## src/rtl/iram_pkg.sv

```systemverilog
// Shared encodings and sizes for the internal RAM responder.
package iram_pkg;

    localparam int unsigned IRAM_DEPTH = 128;
    localparam int unsigned ADDR_W     = 7;
    localparam int unsigned DATA_W     = 8;
    localparam int unsigned CMD_W      = 5;

    localparam logic [DATA_W-1:0] ERR_DATA = 8'hFF;

    typedef enum logic [CMD_W-1:0] {
        CMD_NOP    = 5'h00,
        CMD_RD_DIR = 5'h01,
        CMD_WR_DIR = 5'h02,
        CMD_RD_RN  = 5'h03,
        CMD_WR_RN  = 5'h04,
        CMD_RD_IND = 5'h05,
        CMD_WR_IND = 5'h06
    } cmd_e;

    typedef enum logic [1:0] {
        ST_IDLE = 2'd0,
        ST_PTR  = 2'd1,
        ST_ACC  = 2'd2,
        ST_RESP = 2'd3
    } state_e;

    // Codes above WR_IND are illegal
    function automatic logic cmd_is_legal(input logic [CMD_W-1:0] c);
        return c <= CMD_WR_IND;
    endfunction

    function automatic logic cmd_is_write(input logic [CMD_W-1:0] c);
        return (c == CMD_WR_DIR) || (c == CMD_WR_RN) || (c == CMD_WR_IND);
    endfunction

    function automatic logic cmd_is_read(input logic [CMD_W-1:0] c);
        return (c == CMD_RD_DIR) || (c == CMD_RD_RN) || (c == CMD_RD_IND);
    endfunction

    function automatic logic cmd_is_ind(input logic [CMD_W-1:0] c);
        return (c == CMD_RD_IND) || (c == CMD_WR_IND);
    endfunction

endpackage

```

## src/rtl/iram_array.sv

```systemverilog
// 128x8 storage: one synchronous write port, one combinational read port, no reset.
module iram_array
    import iram_pkg::*;
(
    input  logic              clock,
    input  logic              i_we,
    input  logic [ADDR_W-1:0] i_waddr,
    input  logic [DATA_W-1:0] i_wdata,
    input  logic [ADDR_W-1:0] i_raddr,
    output logic [DATA_W-1:0] o_rdata
);

    logic [DATA_W-1:0] r_mem [IRAM_DEPTH];

    // Write port; contents deliberately survive reset
    always_ff @(posedge clock) begin
        if (i_we) begin
            r_mem[i_waddr] <= i_wdata;
        end
    end

    assign o_rdata = r_mem[i_raddr];

endmodule

```

## src/rtl/iram_responder.sv

```systemverilog
// Internal RAM responder: accepts one access at a time, resolves direct/Rn/@Ri
// addressing, performs the access and reports completion with a done pulse.
module iram_responder
    import iram_pkg::*;
(
    input  logic              clock,
    input  logic              reset,
    input  logic              req,
    input  logic [CMD_W-1:0]  RAM_access,
    input  logic [7:0]        addr,
    input  logic [DATA_W-1:0] wdata,
    input  logic [1:0]        bank,
    output logic              busy,
    output logic              done,
    output logic [DATA_W-1:0] rdata,
    output logic              err
);

    state_e            r_state;
    logic [CMD_W-1:0]  r_cmd;
    logic [7:0]        r_addr;
    logic [DATA_W-1:0] r_wdata;
    logic [1:0]        r_bank;
    logic [7:0]        r_ptr;
    logic [DATA_W-1:0] r_rcap;
    logic              r_errp;
    logic              r_busy;
    logic              r_done;
    logic              r_err;
    logic [DATA_W-1:0] r_rdata;

    logic [7:0]        w_eff_addr;
    logic [ADDR_W-1:0] w_ptr_addr;
    logic [ADDR_W-1:0] w_raddr;
    logic [DATA_W-1:0] w_rd;
    logic              w_fault;
    logic              w_we;

    // Effective address of the latched command
    always_comb begin
        w_eff_addr = r_addr;
        case (r_cmd)
            CMD_RD_RN, CMD_WR_RN:   w_eff_addr = 8'({r_bank, r_addr[2:0]});
            CMD_RD_IND, CMD_WR_IND: w_eff_addr = r_ptr;
            default:                w_eff_addr = r_addr;
        endcase
    end

    // @Ri only ever looks at R0/R1 of the latched bank
    assign w_ptr_addr = ADDR_W'({r_bank, 2'b00, r_addr[0]});
    assign w_raddr    = (r_state == ST_PTR) ? w_ptr_addr : w_eff_addr[ADDR_W-1:0];

    // NOP never faults even if addr happens to be high
    assign w_fault = !cmd_is_legal(r_cmd) ||
                     ((r_cmd != CMD_NOP) && w_eff_addr[7]);

    // Reset at the ACC edge abandons the write
    assign w_we = (r_state == ST_ACC) && cmd_is_write(r_cmd) && !w_fault && !reset;

    iram_array u_array (
        .clock   (clock),
        .i_we    (w_we),
        .i_waddr (w_eff_addr[ADDR_W-1:0]),
        .i_wdata (r_wdata),
        .i_raddr (w_raddr),
        .o_rdata (w_rd)
    );

    // Access sequencer with registered outputs
    always_ff @(posedge clock) begin
        if (reset) begin
            r_state <= ST_IDLE;
            r_cmd   <= '0;
            r_addr  <= '0;
            r_wdata <= '0;
            r_bank  <= '0;
            r_ptr   <= '0;
            r_rcap  <= '0;
            r_errp  <= 1'b0;
            r_busy  <= 1'b0;
            r_done  <= 1'b0;
            r_err   <= 1'b0;
            r_rdata <= '0;
        end else begin
            case (r_state)
                ST_IDLE: begin
                    r_done <= 1'b0;
                    if (r_busy) begin
                        // Done cycle: still busy, request ignored
                        r_busy <= 1'b0;
                    end else if (req) begin
                        r_cmd   <= RAM_access;
                        r_addr  <= addr;
                        r_wdata <= wdata;
                        r_bank  <= bank;
                        r_busy  <= 1'b1;
                        r_state <= cmd_is_ind(RAM_access) ? ST_PTR : ST_ACC;
                    end
                end
                ST_PTR: begin
                    r_ptr   <= w_rd;
                    r_state <= ST_ACC;
                end
                ST_ACC: begin
                    r_rcap  <= w_rd;
                    r_errp  <= w_fault;
                    r_state <= ST_RESP;
                end
                ST_RESP: begin
                    r_done <= 1'b1;
                    r_err  <= r_errp;
                    if (r_errp) begin
                        r_rdata <= ERR_DATA;
                    end else if (cmd_is_read(r_cmd)) begin
                        r_rdata <= r_rcap;
                    end
                    r_state <= ST_IDLE;
                end
                default: r_state <= ST_IDLE;
            endcase
        end
    end

    assign busy  = r_busy;
    assign done  = r_done;
    assign err   = r_err;
    assign rdata = r_rdata;

endmodule

```

## config.mk

```make
export PLATFORM = sky130hd
export DESIGN_NAME = iram_responder
export DESIGN_NICKNAME = d
export VERILOG_FILES = /design/src/rtl/iram_pkg.sv /design/src/rtl/iram_array.sv /design/src/rtl/iram_responder.sv
export SDC_FILE = /design/constraint.sdc
export NUM_CORES = 1
export LEC_CHECK = 0
export ABC_AREA = 1
export BUFFER_PORTS_ARGS = -buffer_cell sky130_fd_sc_hd__buf_2
export CAP_MARGIN = 20
export CORE_MARGIN = 5
export CORE_UTILIZATION = 35
export DETAILED_ROUTE_END_ITERATION = 16
export PLACE_DENSITY = 0.47
export SLEW_MARGIN = 15
export SYNTH_ARGS = -nofsm -noshare
export SYNTH_HDL_FRONTEND = slang
export SYNTH_SLANG_ARGS = --single-unit
```

## constraint.sdc

```tcl
create_clock -name clock -period 2.6 [get_ports clock]
set_input_delay 0.39 -clock clock [delete_from_list [all_inputs] [get_ports clock]]
set_output_delay 0.39 -clock clock [all_outputs]
set_load 0.05 [all_outputs]
```

; ---- After elaboration in Yosys (flattened, before gate mapping)
; Memories as Yosys holds them, arrays and structs flattened.
; Index checks and enable logic that the tools add are counted.
[totals]
reg_bits = 53
ram_bits = 1024
out_inout_bits = 11
elab_cells = 63
n_memories = 1
[memory_table]
columns = memory, words, word_bits, read_ports, rd_clocked_by_memory_dff, wr, line
row1 = u_array.r_mem, 128, 8, 1, 0, 1, iram_array.sv:13  ; logic [DATA_W-1:0] r_mem [IRAM_DEPTH];
[op_classes]
n_lt_le_gt_ge = 1
eq_ne = 13
mux = 13
bitwise_logic = 1
n_reduce_logical = 22
[ops]
columns = op, n
row1 = "equality test 5 x 3 -> 1 bit, second input constant", 5
row2 = two-way mux 8 bit, 2
row3 = case mux 8 bit (2 select lines), 1
row4 = "equality test 5 x 2 -> 1 bit, second input constant", 2
row5 = case mux 2 bit (4 select lines), 1
row6 = two-way mux 7 bit, 1
row7 = logical OR 1 bit, 6
row8 = two-way mux 2 bit, 3
row9 = "equality test 5 x 1 -> 1 bit, second input constant", 1
row10 = "<= comparator 5 x 3 -> 1 bit, second input constant", 1
row11 = nonzero test 5 bit, 1
row12 = "equality test 2 bit, second input constant", 2
row13 = logical AND 1 bit, 4
row14 = two-way mux 1 bit, 4
row15 = "inequality test 2 bit, second input constant", 2
row16 = AND reduction 2 bit, 2
row17 = nonzero test 2 bit, 2
row18 = OR reduction 2 bit, 2
row19 = zero test 1 bit, 3
row20 = AND reduction 3 bit, 1
row21 = "equality test 2 x 1 -> 1 bit, second input constant", 1
row22 = zero test 2 bit, 1
row23 = case mux 1 bit (2 select lines), 1
row24 = NOT 1 bit, 1

; ---- Longest topological paths before layout
[depth]
depth_word = 10
mapped_depth = 19

; ---- By module
; A second synthesis with hierarchy kept.
[hier_totals]
cells_unflattened = 3868
area_unflattened_um2 = 44266.2
[modules_own_cells]
columns = mod, n_inst, cells_each, area_per_inst_um2, seq_area_each_um2
row1 = iram_array, 1, 3567, 41944.0, 30749.5
row2 = iram_responder, 1, 301, 2322.2, 1061.0

; ---- Least setup slack after synthesis
; No wires, ideal clock.
[synth_timing]
path_kind = register to register
start = reg r_cmd[1]
end = mem u_array.r_mem[108][0], enable pin
setup_ns = 0.370
t_arrival_ns = 2.231
required_ns = 2.230
slack_ns = -0.001
path_stages_with_launch = 16
period_less_slack_ns = 2.601
cell_sequence = dfxtp_1 -> nor2_2 -> nor2_4 -> nand2_8 -> inv_4 -> nor2_4 -> inv_4 -> o22ai_1 -> a21oi_1 -> o21ai_1 -> nor2_1 -> nand3_1 -> or2_1 -> buf_2 -> buf_6 -> nor2_1
[synth_via]
elab_chain_len = 10
word_cells_on_any_way = 21
cone_classes = 1 x order compare / 5 x eq/ne / 3 x mux / 12 x reduce/logical
[synth_rtl]
columns = element, line
row1 = from (decl), iram_responder.sv:20  ; logic [CMD_W-1:0] r_cmd;
row2 = from (signal assigned), iram_responder.sv:92  ; r_cmd <= RAM_access;
row3 = "equality test 5 x 3 -> 1 bit, or another cell as far along", "iram_pkg.sv:34, iram_responder.sv:42"
row4 = OR reduction 2 bit, iram_responder.sv:42  ; case (r_cmd)
row5 = case mux 8 bit (2 select lines), iram_responder.sv:42
row6 = logical AND 1 bit, iram_responder.sv:55  ; ((r_cmd != CMD_NOP) && w_eff_addr[7]);
row7 = logical OR 1 bit, iram_responder.sv:54  ; assign w_fault = !cmd_is_legal(r_cmd) ||
row8 = zero test 1 bit, iram_responder.sv:58  ; assign w_we = (r_state == ST_ACC) && cmd_is_write(r_cmd) && !w_fault && !reset;
row9 = logical AND 1 bit (2 in a row), iram_responder.sv:58
row10 = two-way mux 1 bit, iram_array.sv:17  ; if (i_we) begin
row11 = two-way mux 1 bit (not written as such), iram_array.sv:18  ; r_mem[i_waddr] <= i_wdata;
row12 = to (decl), iram_array.sv:13
; Several ways; a longest one is shown, not always the timed one.

; ---- Worst setup path after layout
[layout_timing]
start = reg r_cmd[4]
end = mem u_array.r_mem[57][2], enable pin
; Same word-level chain as after synthesis.

==> impl_metrics.py <==
metrics = {
    "run_status": {
        "outcome": "complete, but fails checks",
        "failed_checks": "setup timing",
    },
    "worst_setup_path": {
        "cp.required_ns": 3.04,
        "critical_path_peak_fanout": 8,
        "setup.worst_path.class": "reg2reg",
        "cp.arrival_ns": 3.15,
        "critPathCaptureType": "register",
        "start_kind": "register",
    },
    "synthesis": {
        "synth-edff-count": 1024,
        "net_count_after_synthesis": 4699,
        "synth_seq_area_share": 0.671,
        "postSynthAreaPerCell_um2": 10.1,
        "postSynth.asyncResetShare": 0,
        "gate_count_of_the_mapped_netlist": 4669,
        "post_synth_instance_area_um2": 47400,
        "synth_cell_type_count": 38,
        "synth-warning-count": 0,
        "yosys_register_bits": 1077,
        "synth_top_flop_cell": "edfxtp_1",
    },
    "final_layout": {
        "diodes": 0,
        "fill_cells": 12369,
        "syn2layout_area_growth_pct": 34.1,
        "regArea_um2": 31800,
        "area_used_by_multi_input_combinational_logic_um2": 13800,
        "layout-drive-gt1-share": 0.246,
        "nets": 5220,
        "finish.utilization": 0.471,
        "finish.instance_area_um2": 63500,
        "layout.cells.non_filler": 7076,
    },
    "pwr": {
        "total_leakage_power_nw": 26.5,
        "worst_ir_drop_vdd_uv": 595,
        "p_total_mw": 51.1,
        "power_density_nw_per_um2": 803,
    },
    "timing": {
        "min_period_ns": 2.71,
        "final_critical_path_setup_slack_ns": -0.107,
        "final-max-slew-violation-count": 0,
        "final_worst_path_period_share": 1.04,
        "finalSetupTns_ns": -15.89,
        "setup_repair_after_global_routing_missed_its_margin": "yes",
        "tightestPinTransition_ns": 1.11,
        "setup-violations-final": 417,
        "max_fclk_mhz": 369,
        "worst_clock_skew_ns": 0.0651,
        "max_slew_margin": 0.257,
        "final.hold.worst_slack_ns": 0.0666,
        "hold_viol": 0,
    },
    "placement": {
        "post_dp_cell_area_um2": 53300,
        "buffer_ports.inserted": 36,
        "place_congestion": 0.836,
        "preCtsSetupSlack_ns": -0.425,
        "placed_cells": 6700,
        "place.detailed.hpwl_mm": 89.2,
    },
    "clock_network": {
        "cts_buffer_depth": 3,
        "cts_tree": "built",
        "cts_inserted_buffers": 118,
        "clock-sinks": 1077,
        "clock_transition_time_at_the_flip_flop_clock_pins_of_the_worst_setup_and_hold_paths_ns": 0.06,
        "clock_insertion_delay_worst_skew_ns": 0.74,
        "root_buffer": "clkbuf_16",
        "h-tree-depth": 3,
    },
    "flow_run": {
        "drv.max_cap_violation_count": 0,
    },
    "floorplan": {
        "placeableCoreArea_um2": 135000,
        "die_w_um": 378,
        "die-height_um": 378,
        "die_area_um2": 143000,
        "floorplan.initialDensity": 0.351,
        "floorplan.rows": 135,
        "num_io_pins": 37,
    },
    "global_route": {
        "antenna_found_initial": 0,
        "first_global_vias": 32870,
        "grt_usage": 0.206,
        "grt_first_pass_wirelength_mm": 219,
        "grt_overflow_total": 0,
        "pin_count_of_the_biggest_net_entering_global_routing": 130,
    },
    "routing": {
        "remaining_drc_errors": 0,
        "final_antenna_net_count": 0,
        "initialDrtViolationCount": 2901,
        "firstDrtPassIters": 5,
        "drt_wl_total_mm": 154,
        "route.detailed.vias_per_inst": 4.83,
        "via_count": 34206,
        "route.detailed.wl_per_inst_um": 21.7,
    },
    "hold_path": {
        "min_path_type": "in2reg",
    },
}
==> layer usage <==
metal	part of all wire	routed length (um)	vias to the layer above	GRT usage
met4	0.025	3870	0	0.0581
met5	0	0	-	0
li1	-	-	16377	-
met1	0.44	67100	16756	0.280
met3	0.053	8140	206	0.0293
met2	0.49	74700	867	0.346
==> power by group <==
group | switching, mW | leakage [nW] | internal, mW
Clock | 7.09 | 2.00 | 10.5
Sequential | 0.202 | 10.0 | 19.3
Combinational | 8.31 | 14.4 | 5.65
==> critical path, stage by stage, from the launching register on <==
cell and delay, ns:
dfxtp_2 0.32, inv_2 0.07, nand2_4 0.06, nor2_4 0.19
nand2_1 0.10, nand2_2 0.11, nor2_4 0.05, inv_4 0.06
o22ai_4 0.06, a21oi_2 0.15, o21ai_2 0.08, nor2_2 0.16
nand3_2 0.14, or2_4 0.32, clkbuf_16 0.22, nor2_1 0.15
buf_6 0.17
==> cell type report <==
cell class                      count  share of cell area
Tap cell                         1781              0.0351
Multi-Input combinational cell   2472               0.218
Clock inverter                     84              0.0149
Sequential cell                  1077               0.501
Inverter                          869              0.0518
Timing Repair Buffer              652               0.130
Clock buffer                      141              0.0493
==> flip-flops by register name (all words and copies together) (netlist names) <==
register       count
r_bank             2
done               1
r_state            2
r_wdata            8
r_addr             8
err                1
r_ptr              8
r_cmd              5
busy               1
u_array.r_mem   1024
rdata              8
r_rcap             8
r_errp             1
==> timing repair <==
action,CTS,global route
gates resized for setup,451,381
endpoints found under the setup margin,957,1041
pin swaps,71,103
buffers inserted,43,32
hold buffers,24,0
cloned,32,25
hold endpoints to repair,25,0
==> cell usage in the layout, fill, tap and decap left out, types with 9 or more instances in the layout <==
master / count
nand2_1: 1170
edfxtp_1: 1024
inv_1: 859
nand3_1: 649
buf_4: 274
nand3_2: 247
clkbuf_16: 144
buf_12: 118
buf_6: 110
nand3_4: 77
nor2_4: 70
nor2_1: 52
dfxtp_1: 41
buf_16: 38
a21oi_1: 36
buf_2: 36
o21ai_1: 35
clkinv_2: 30
nor2_2: 28
o21ai_0: 27
dlygate4sd3_1: 24
clkinv_1: 23
buf_8: 23
bufinv_16: 19
clkbuf_1: 18
nor3_1: 16
nand2_2: 10
o211ai_1: 9
dfxtp_4: 9
==> final timing paths <==
| kind | startpoint | end | slack, ns | cells past startpoint |
|---|---|---|---|---|
| worst max-delay path | r_cmd[4] | u_array.r_mem[57][2] | -0.11 | 16 |
| worst max register to register | r_cmd[4] | u_array.r_mem[57][2] | -0.11 | 16 |
| worst min register to register | done | done | 0.47 | 2 |
| worst min-delay path | bank[1] | r_bank[1] | 0.07 | 3 |
==> Yosys cell counts, types with 2 or more instances <==
cell type	count	area [um^2]
nand2_1	1182	4440
edfxtp_1	1024	30700
nand3_1	971	4860
inv_1	861	3230
buf_2	171	856
nor2_1	142	533
dfxtp_1	53	1060
buf_4	38	285
a21oi_1	37	185
o21ai_1	34	170
o21ai_0	32	160
clkbuf_1	28	105
nor3_1	16	80.1
buf_6	11	124
o211ai_1	9	67.6
or2_1	8	50.1
a31oi_1	7	43.8
buf_1	5	18.8
inv_2	5	18.8
ha_1	4	50.1
nand2_2	4	25.0
nor2_2	4	25.0
nor2_4	4	45.0
a211oi_1	2	15.0
inv_4	2	12.5
o21ai_2	2	17.5
o22ai_1	2	12.5
==> logic make-up after synthesis <==
group	after synthesis	share of synthesized area
compound gates	129	0.0154
flops	1077	0.671
buf+inv	1122	0.0983
fa+ha+maj	4	0.00106
simple gates	2337	0.214
Note: power is estimated with default switching activity, not from simulation.
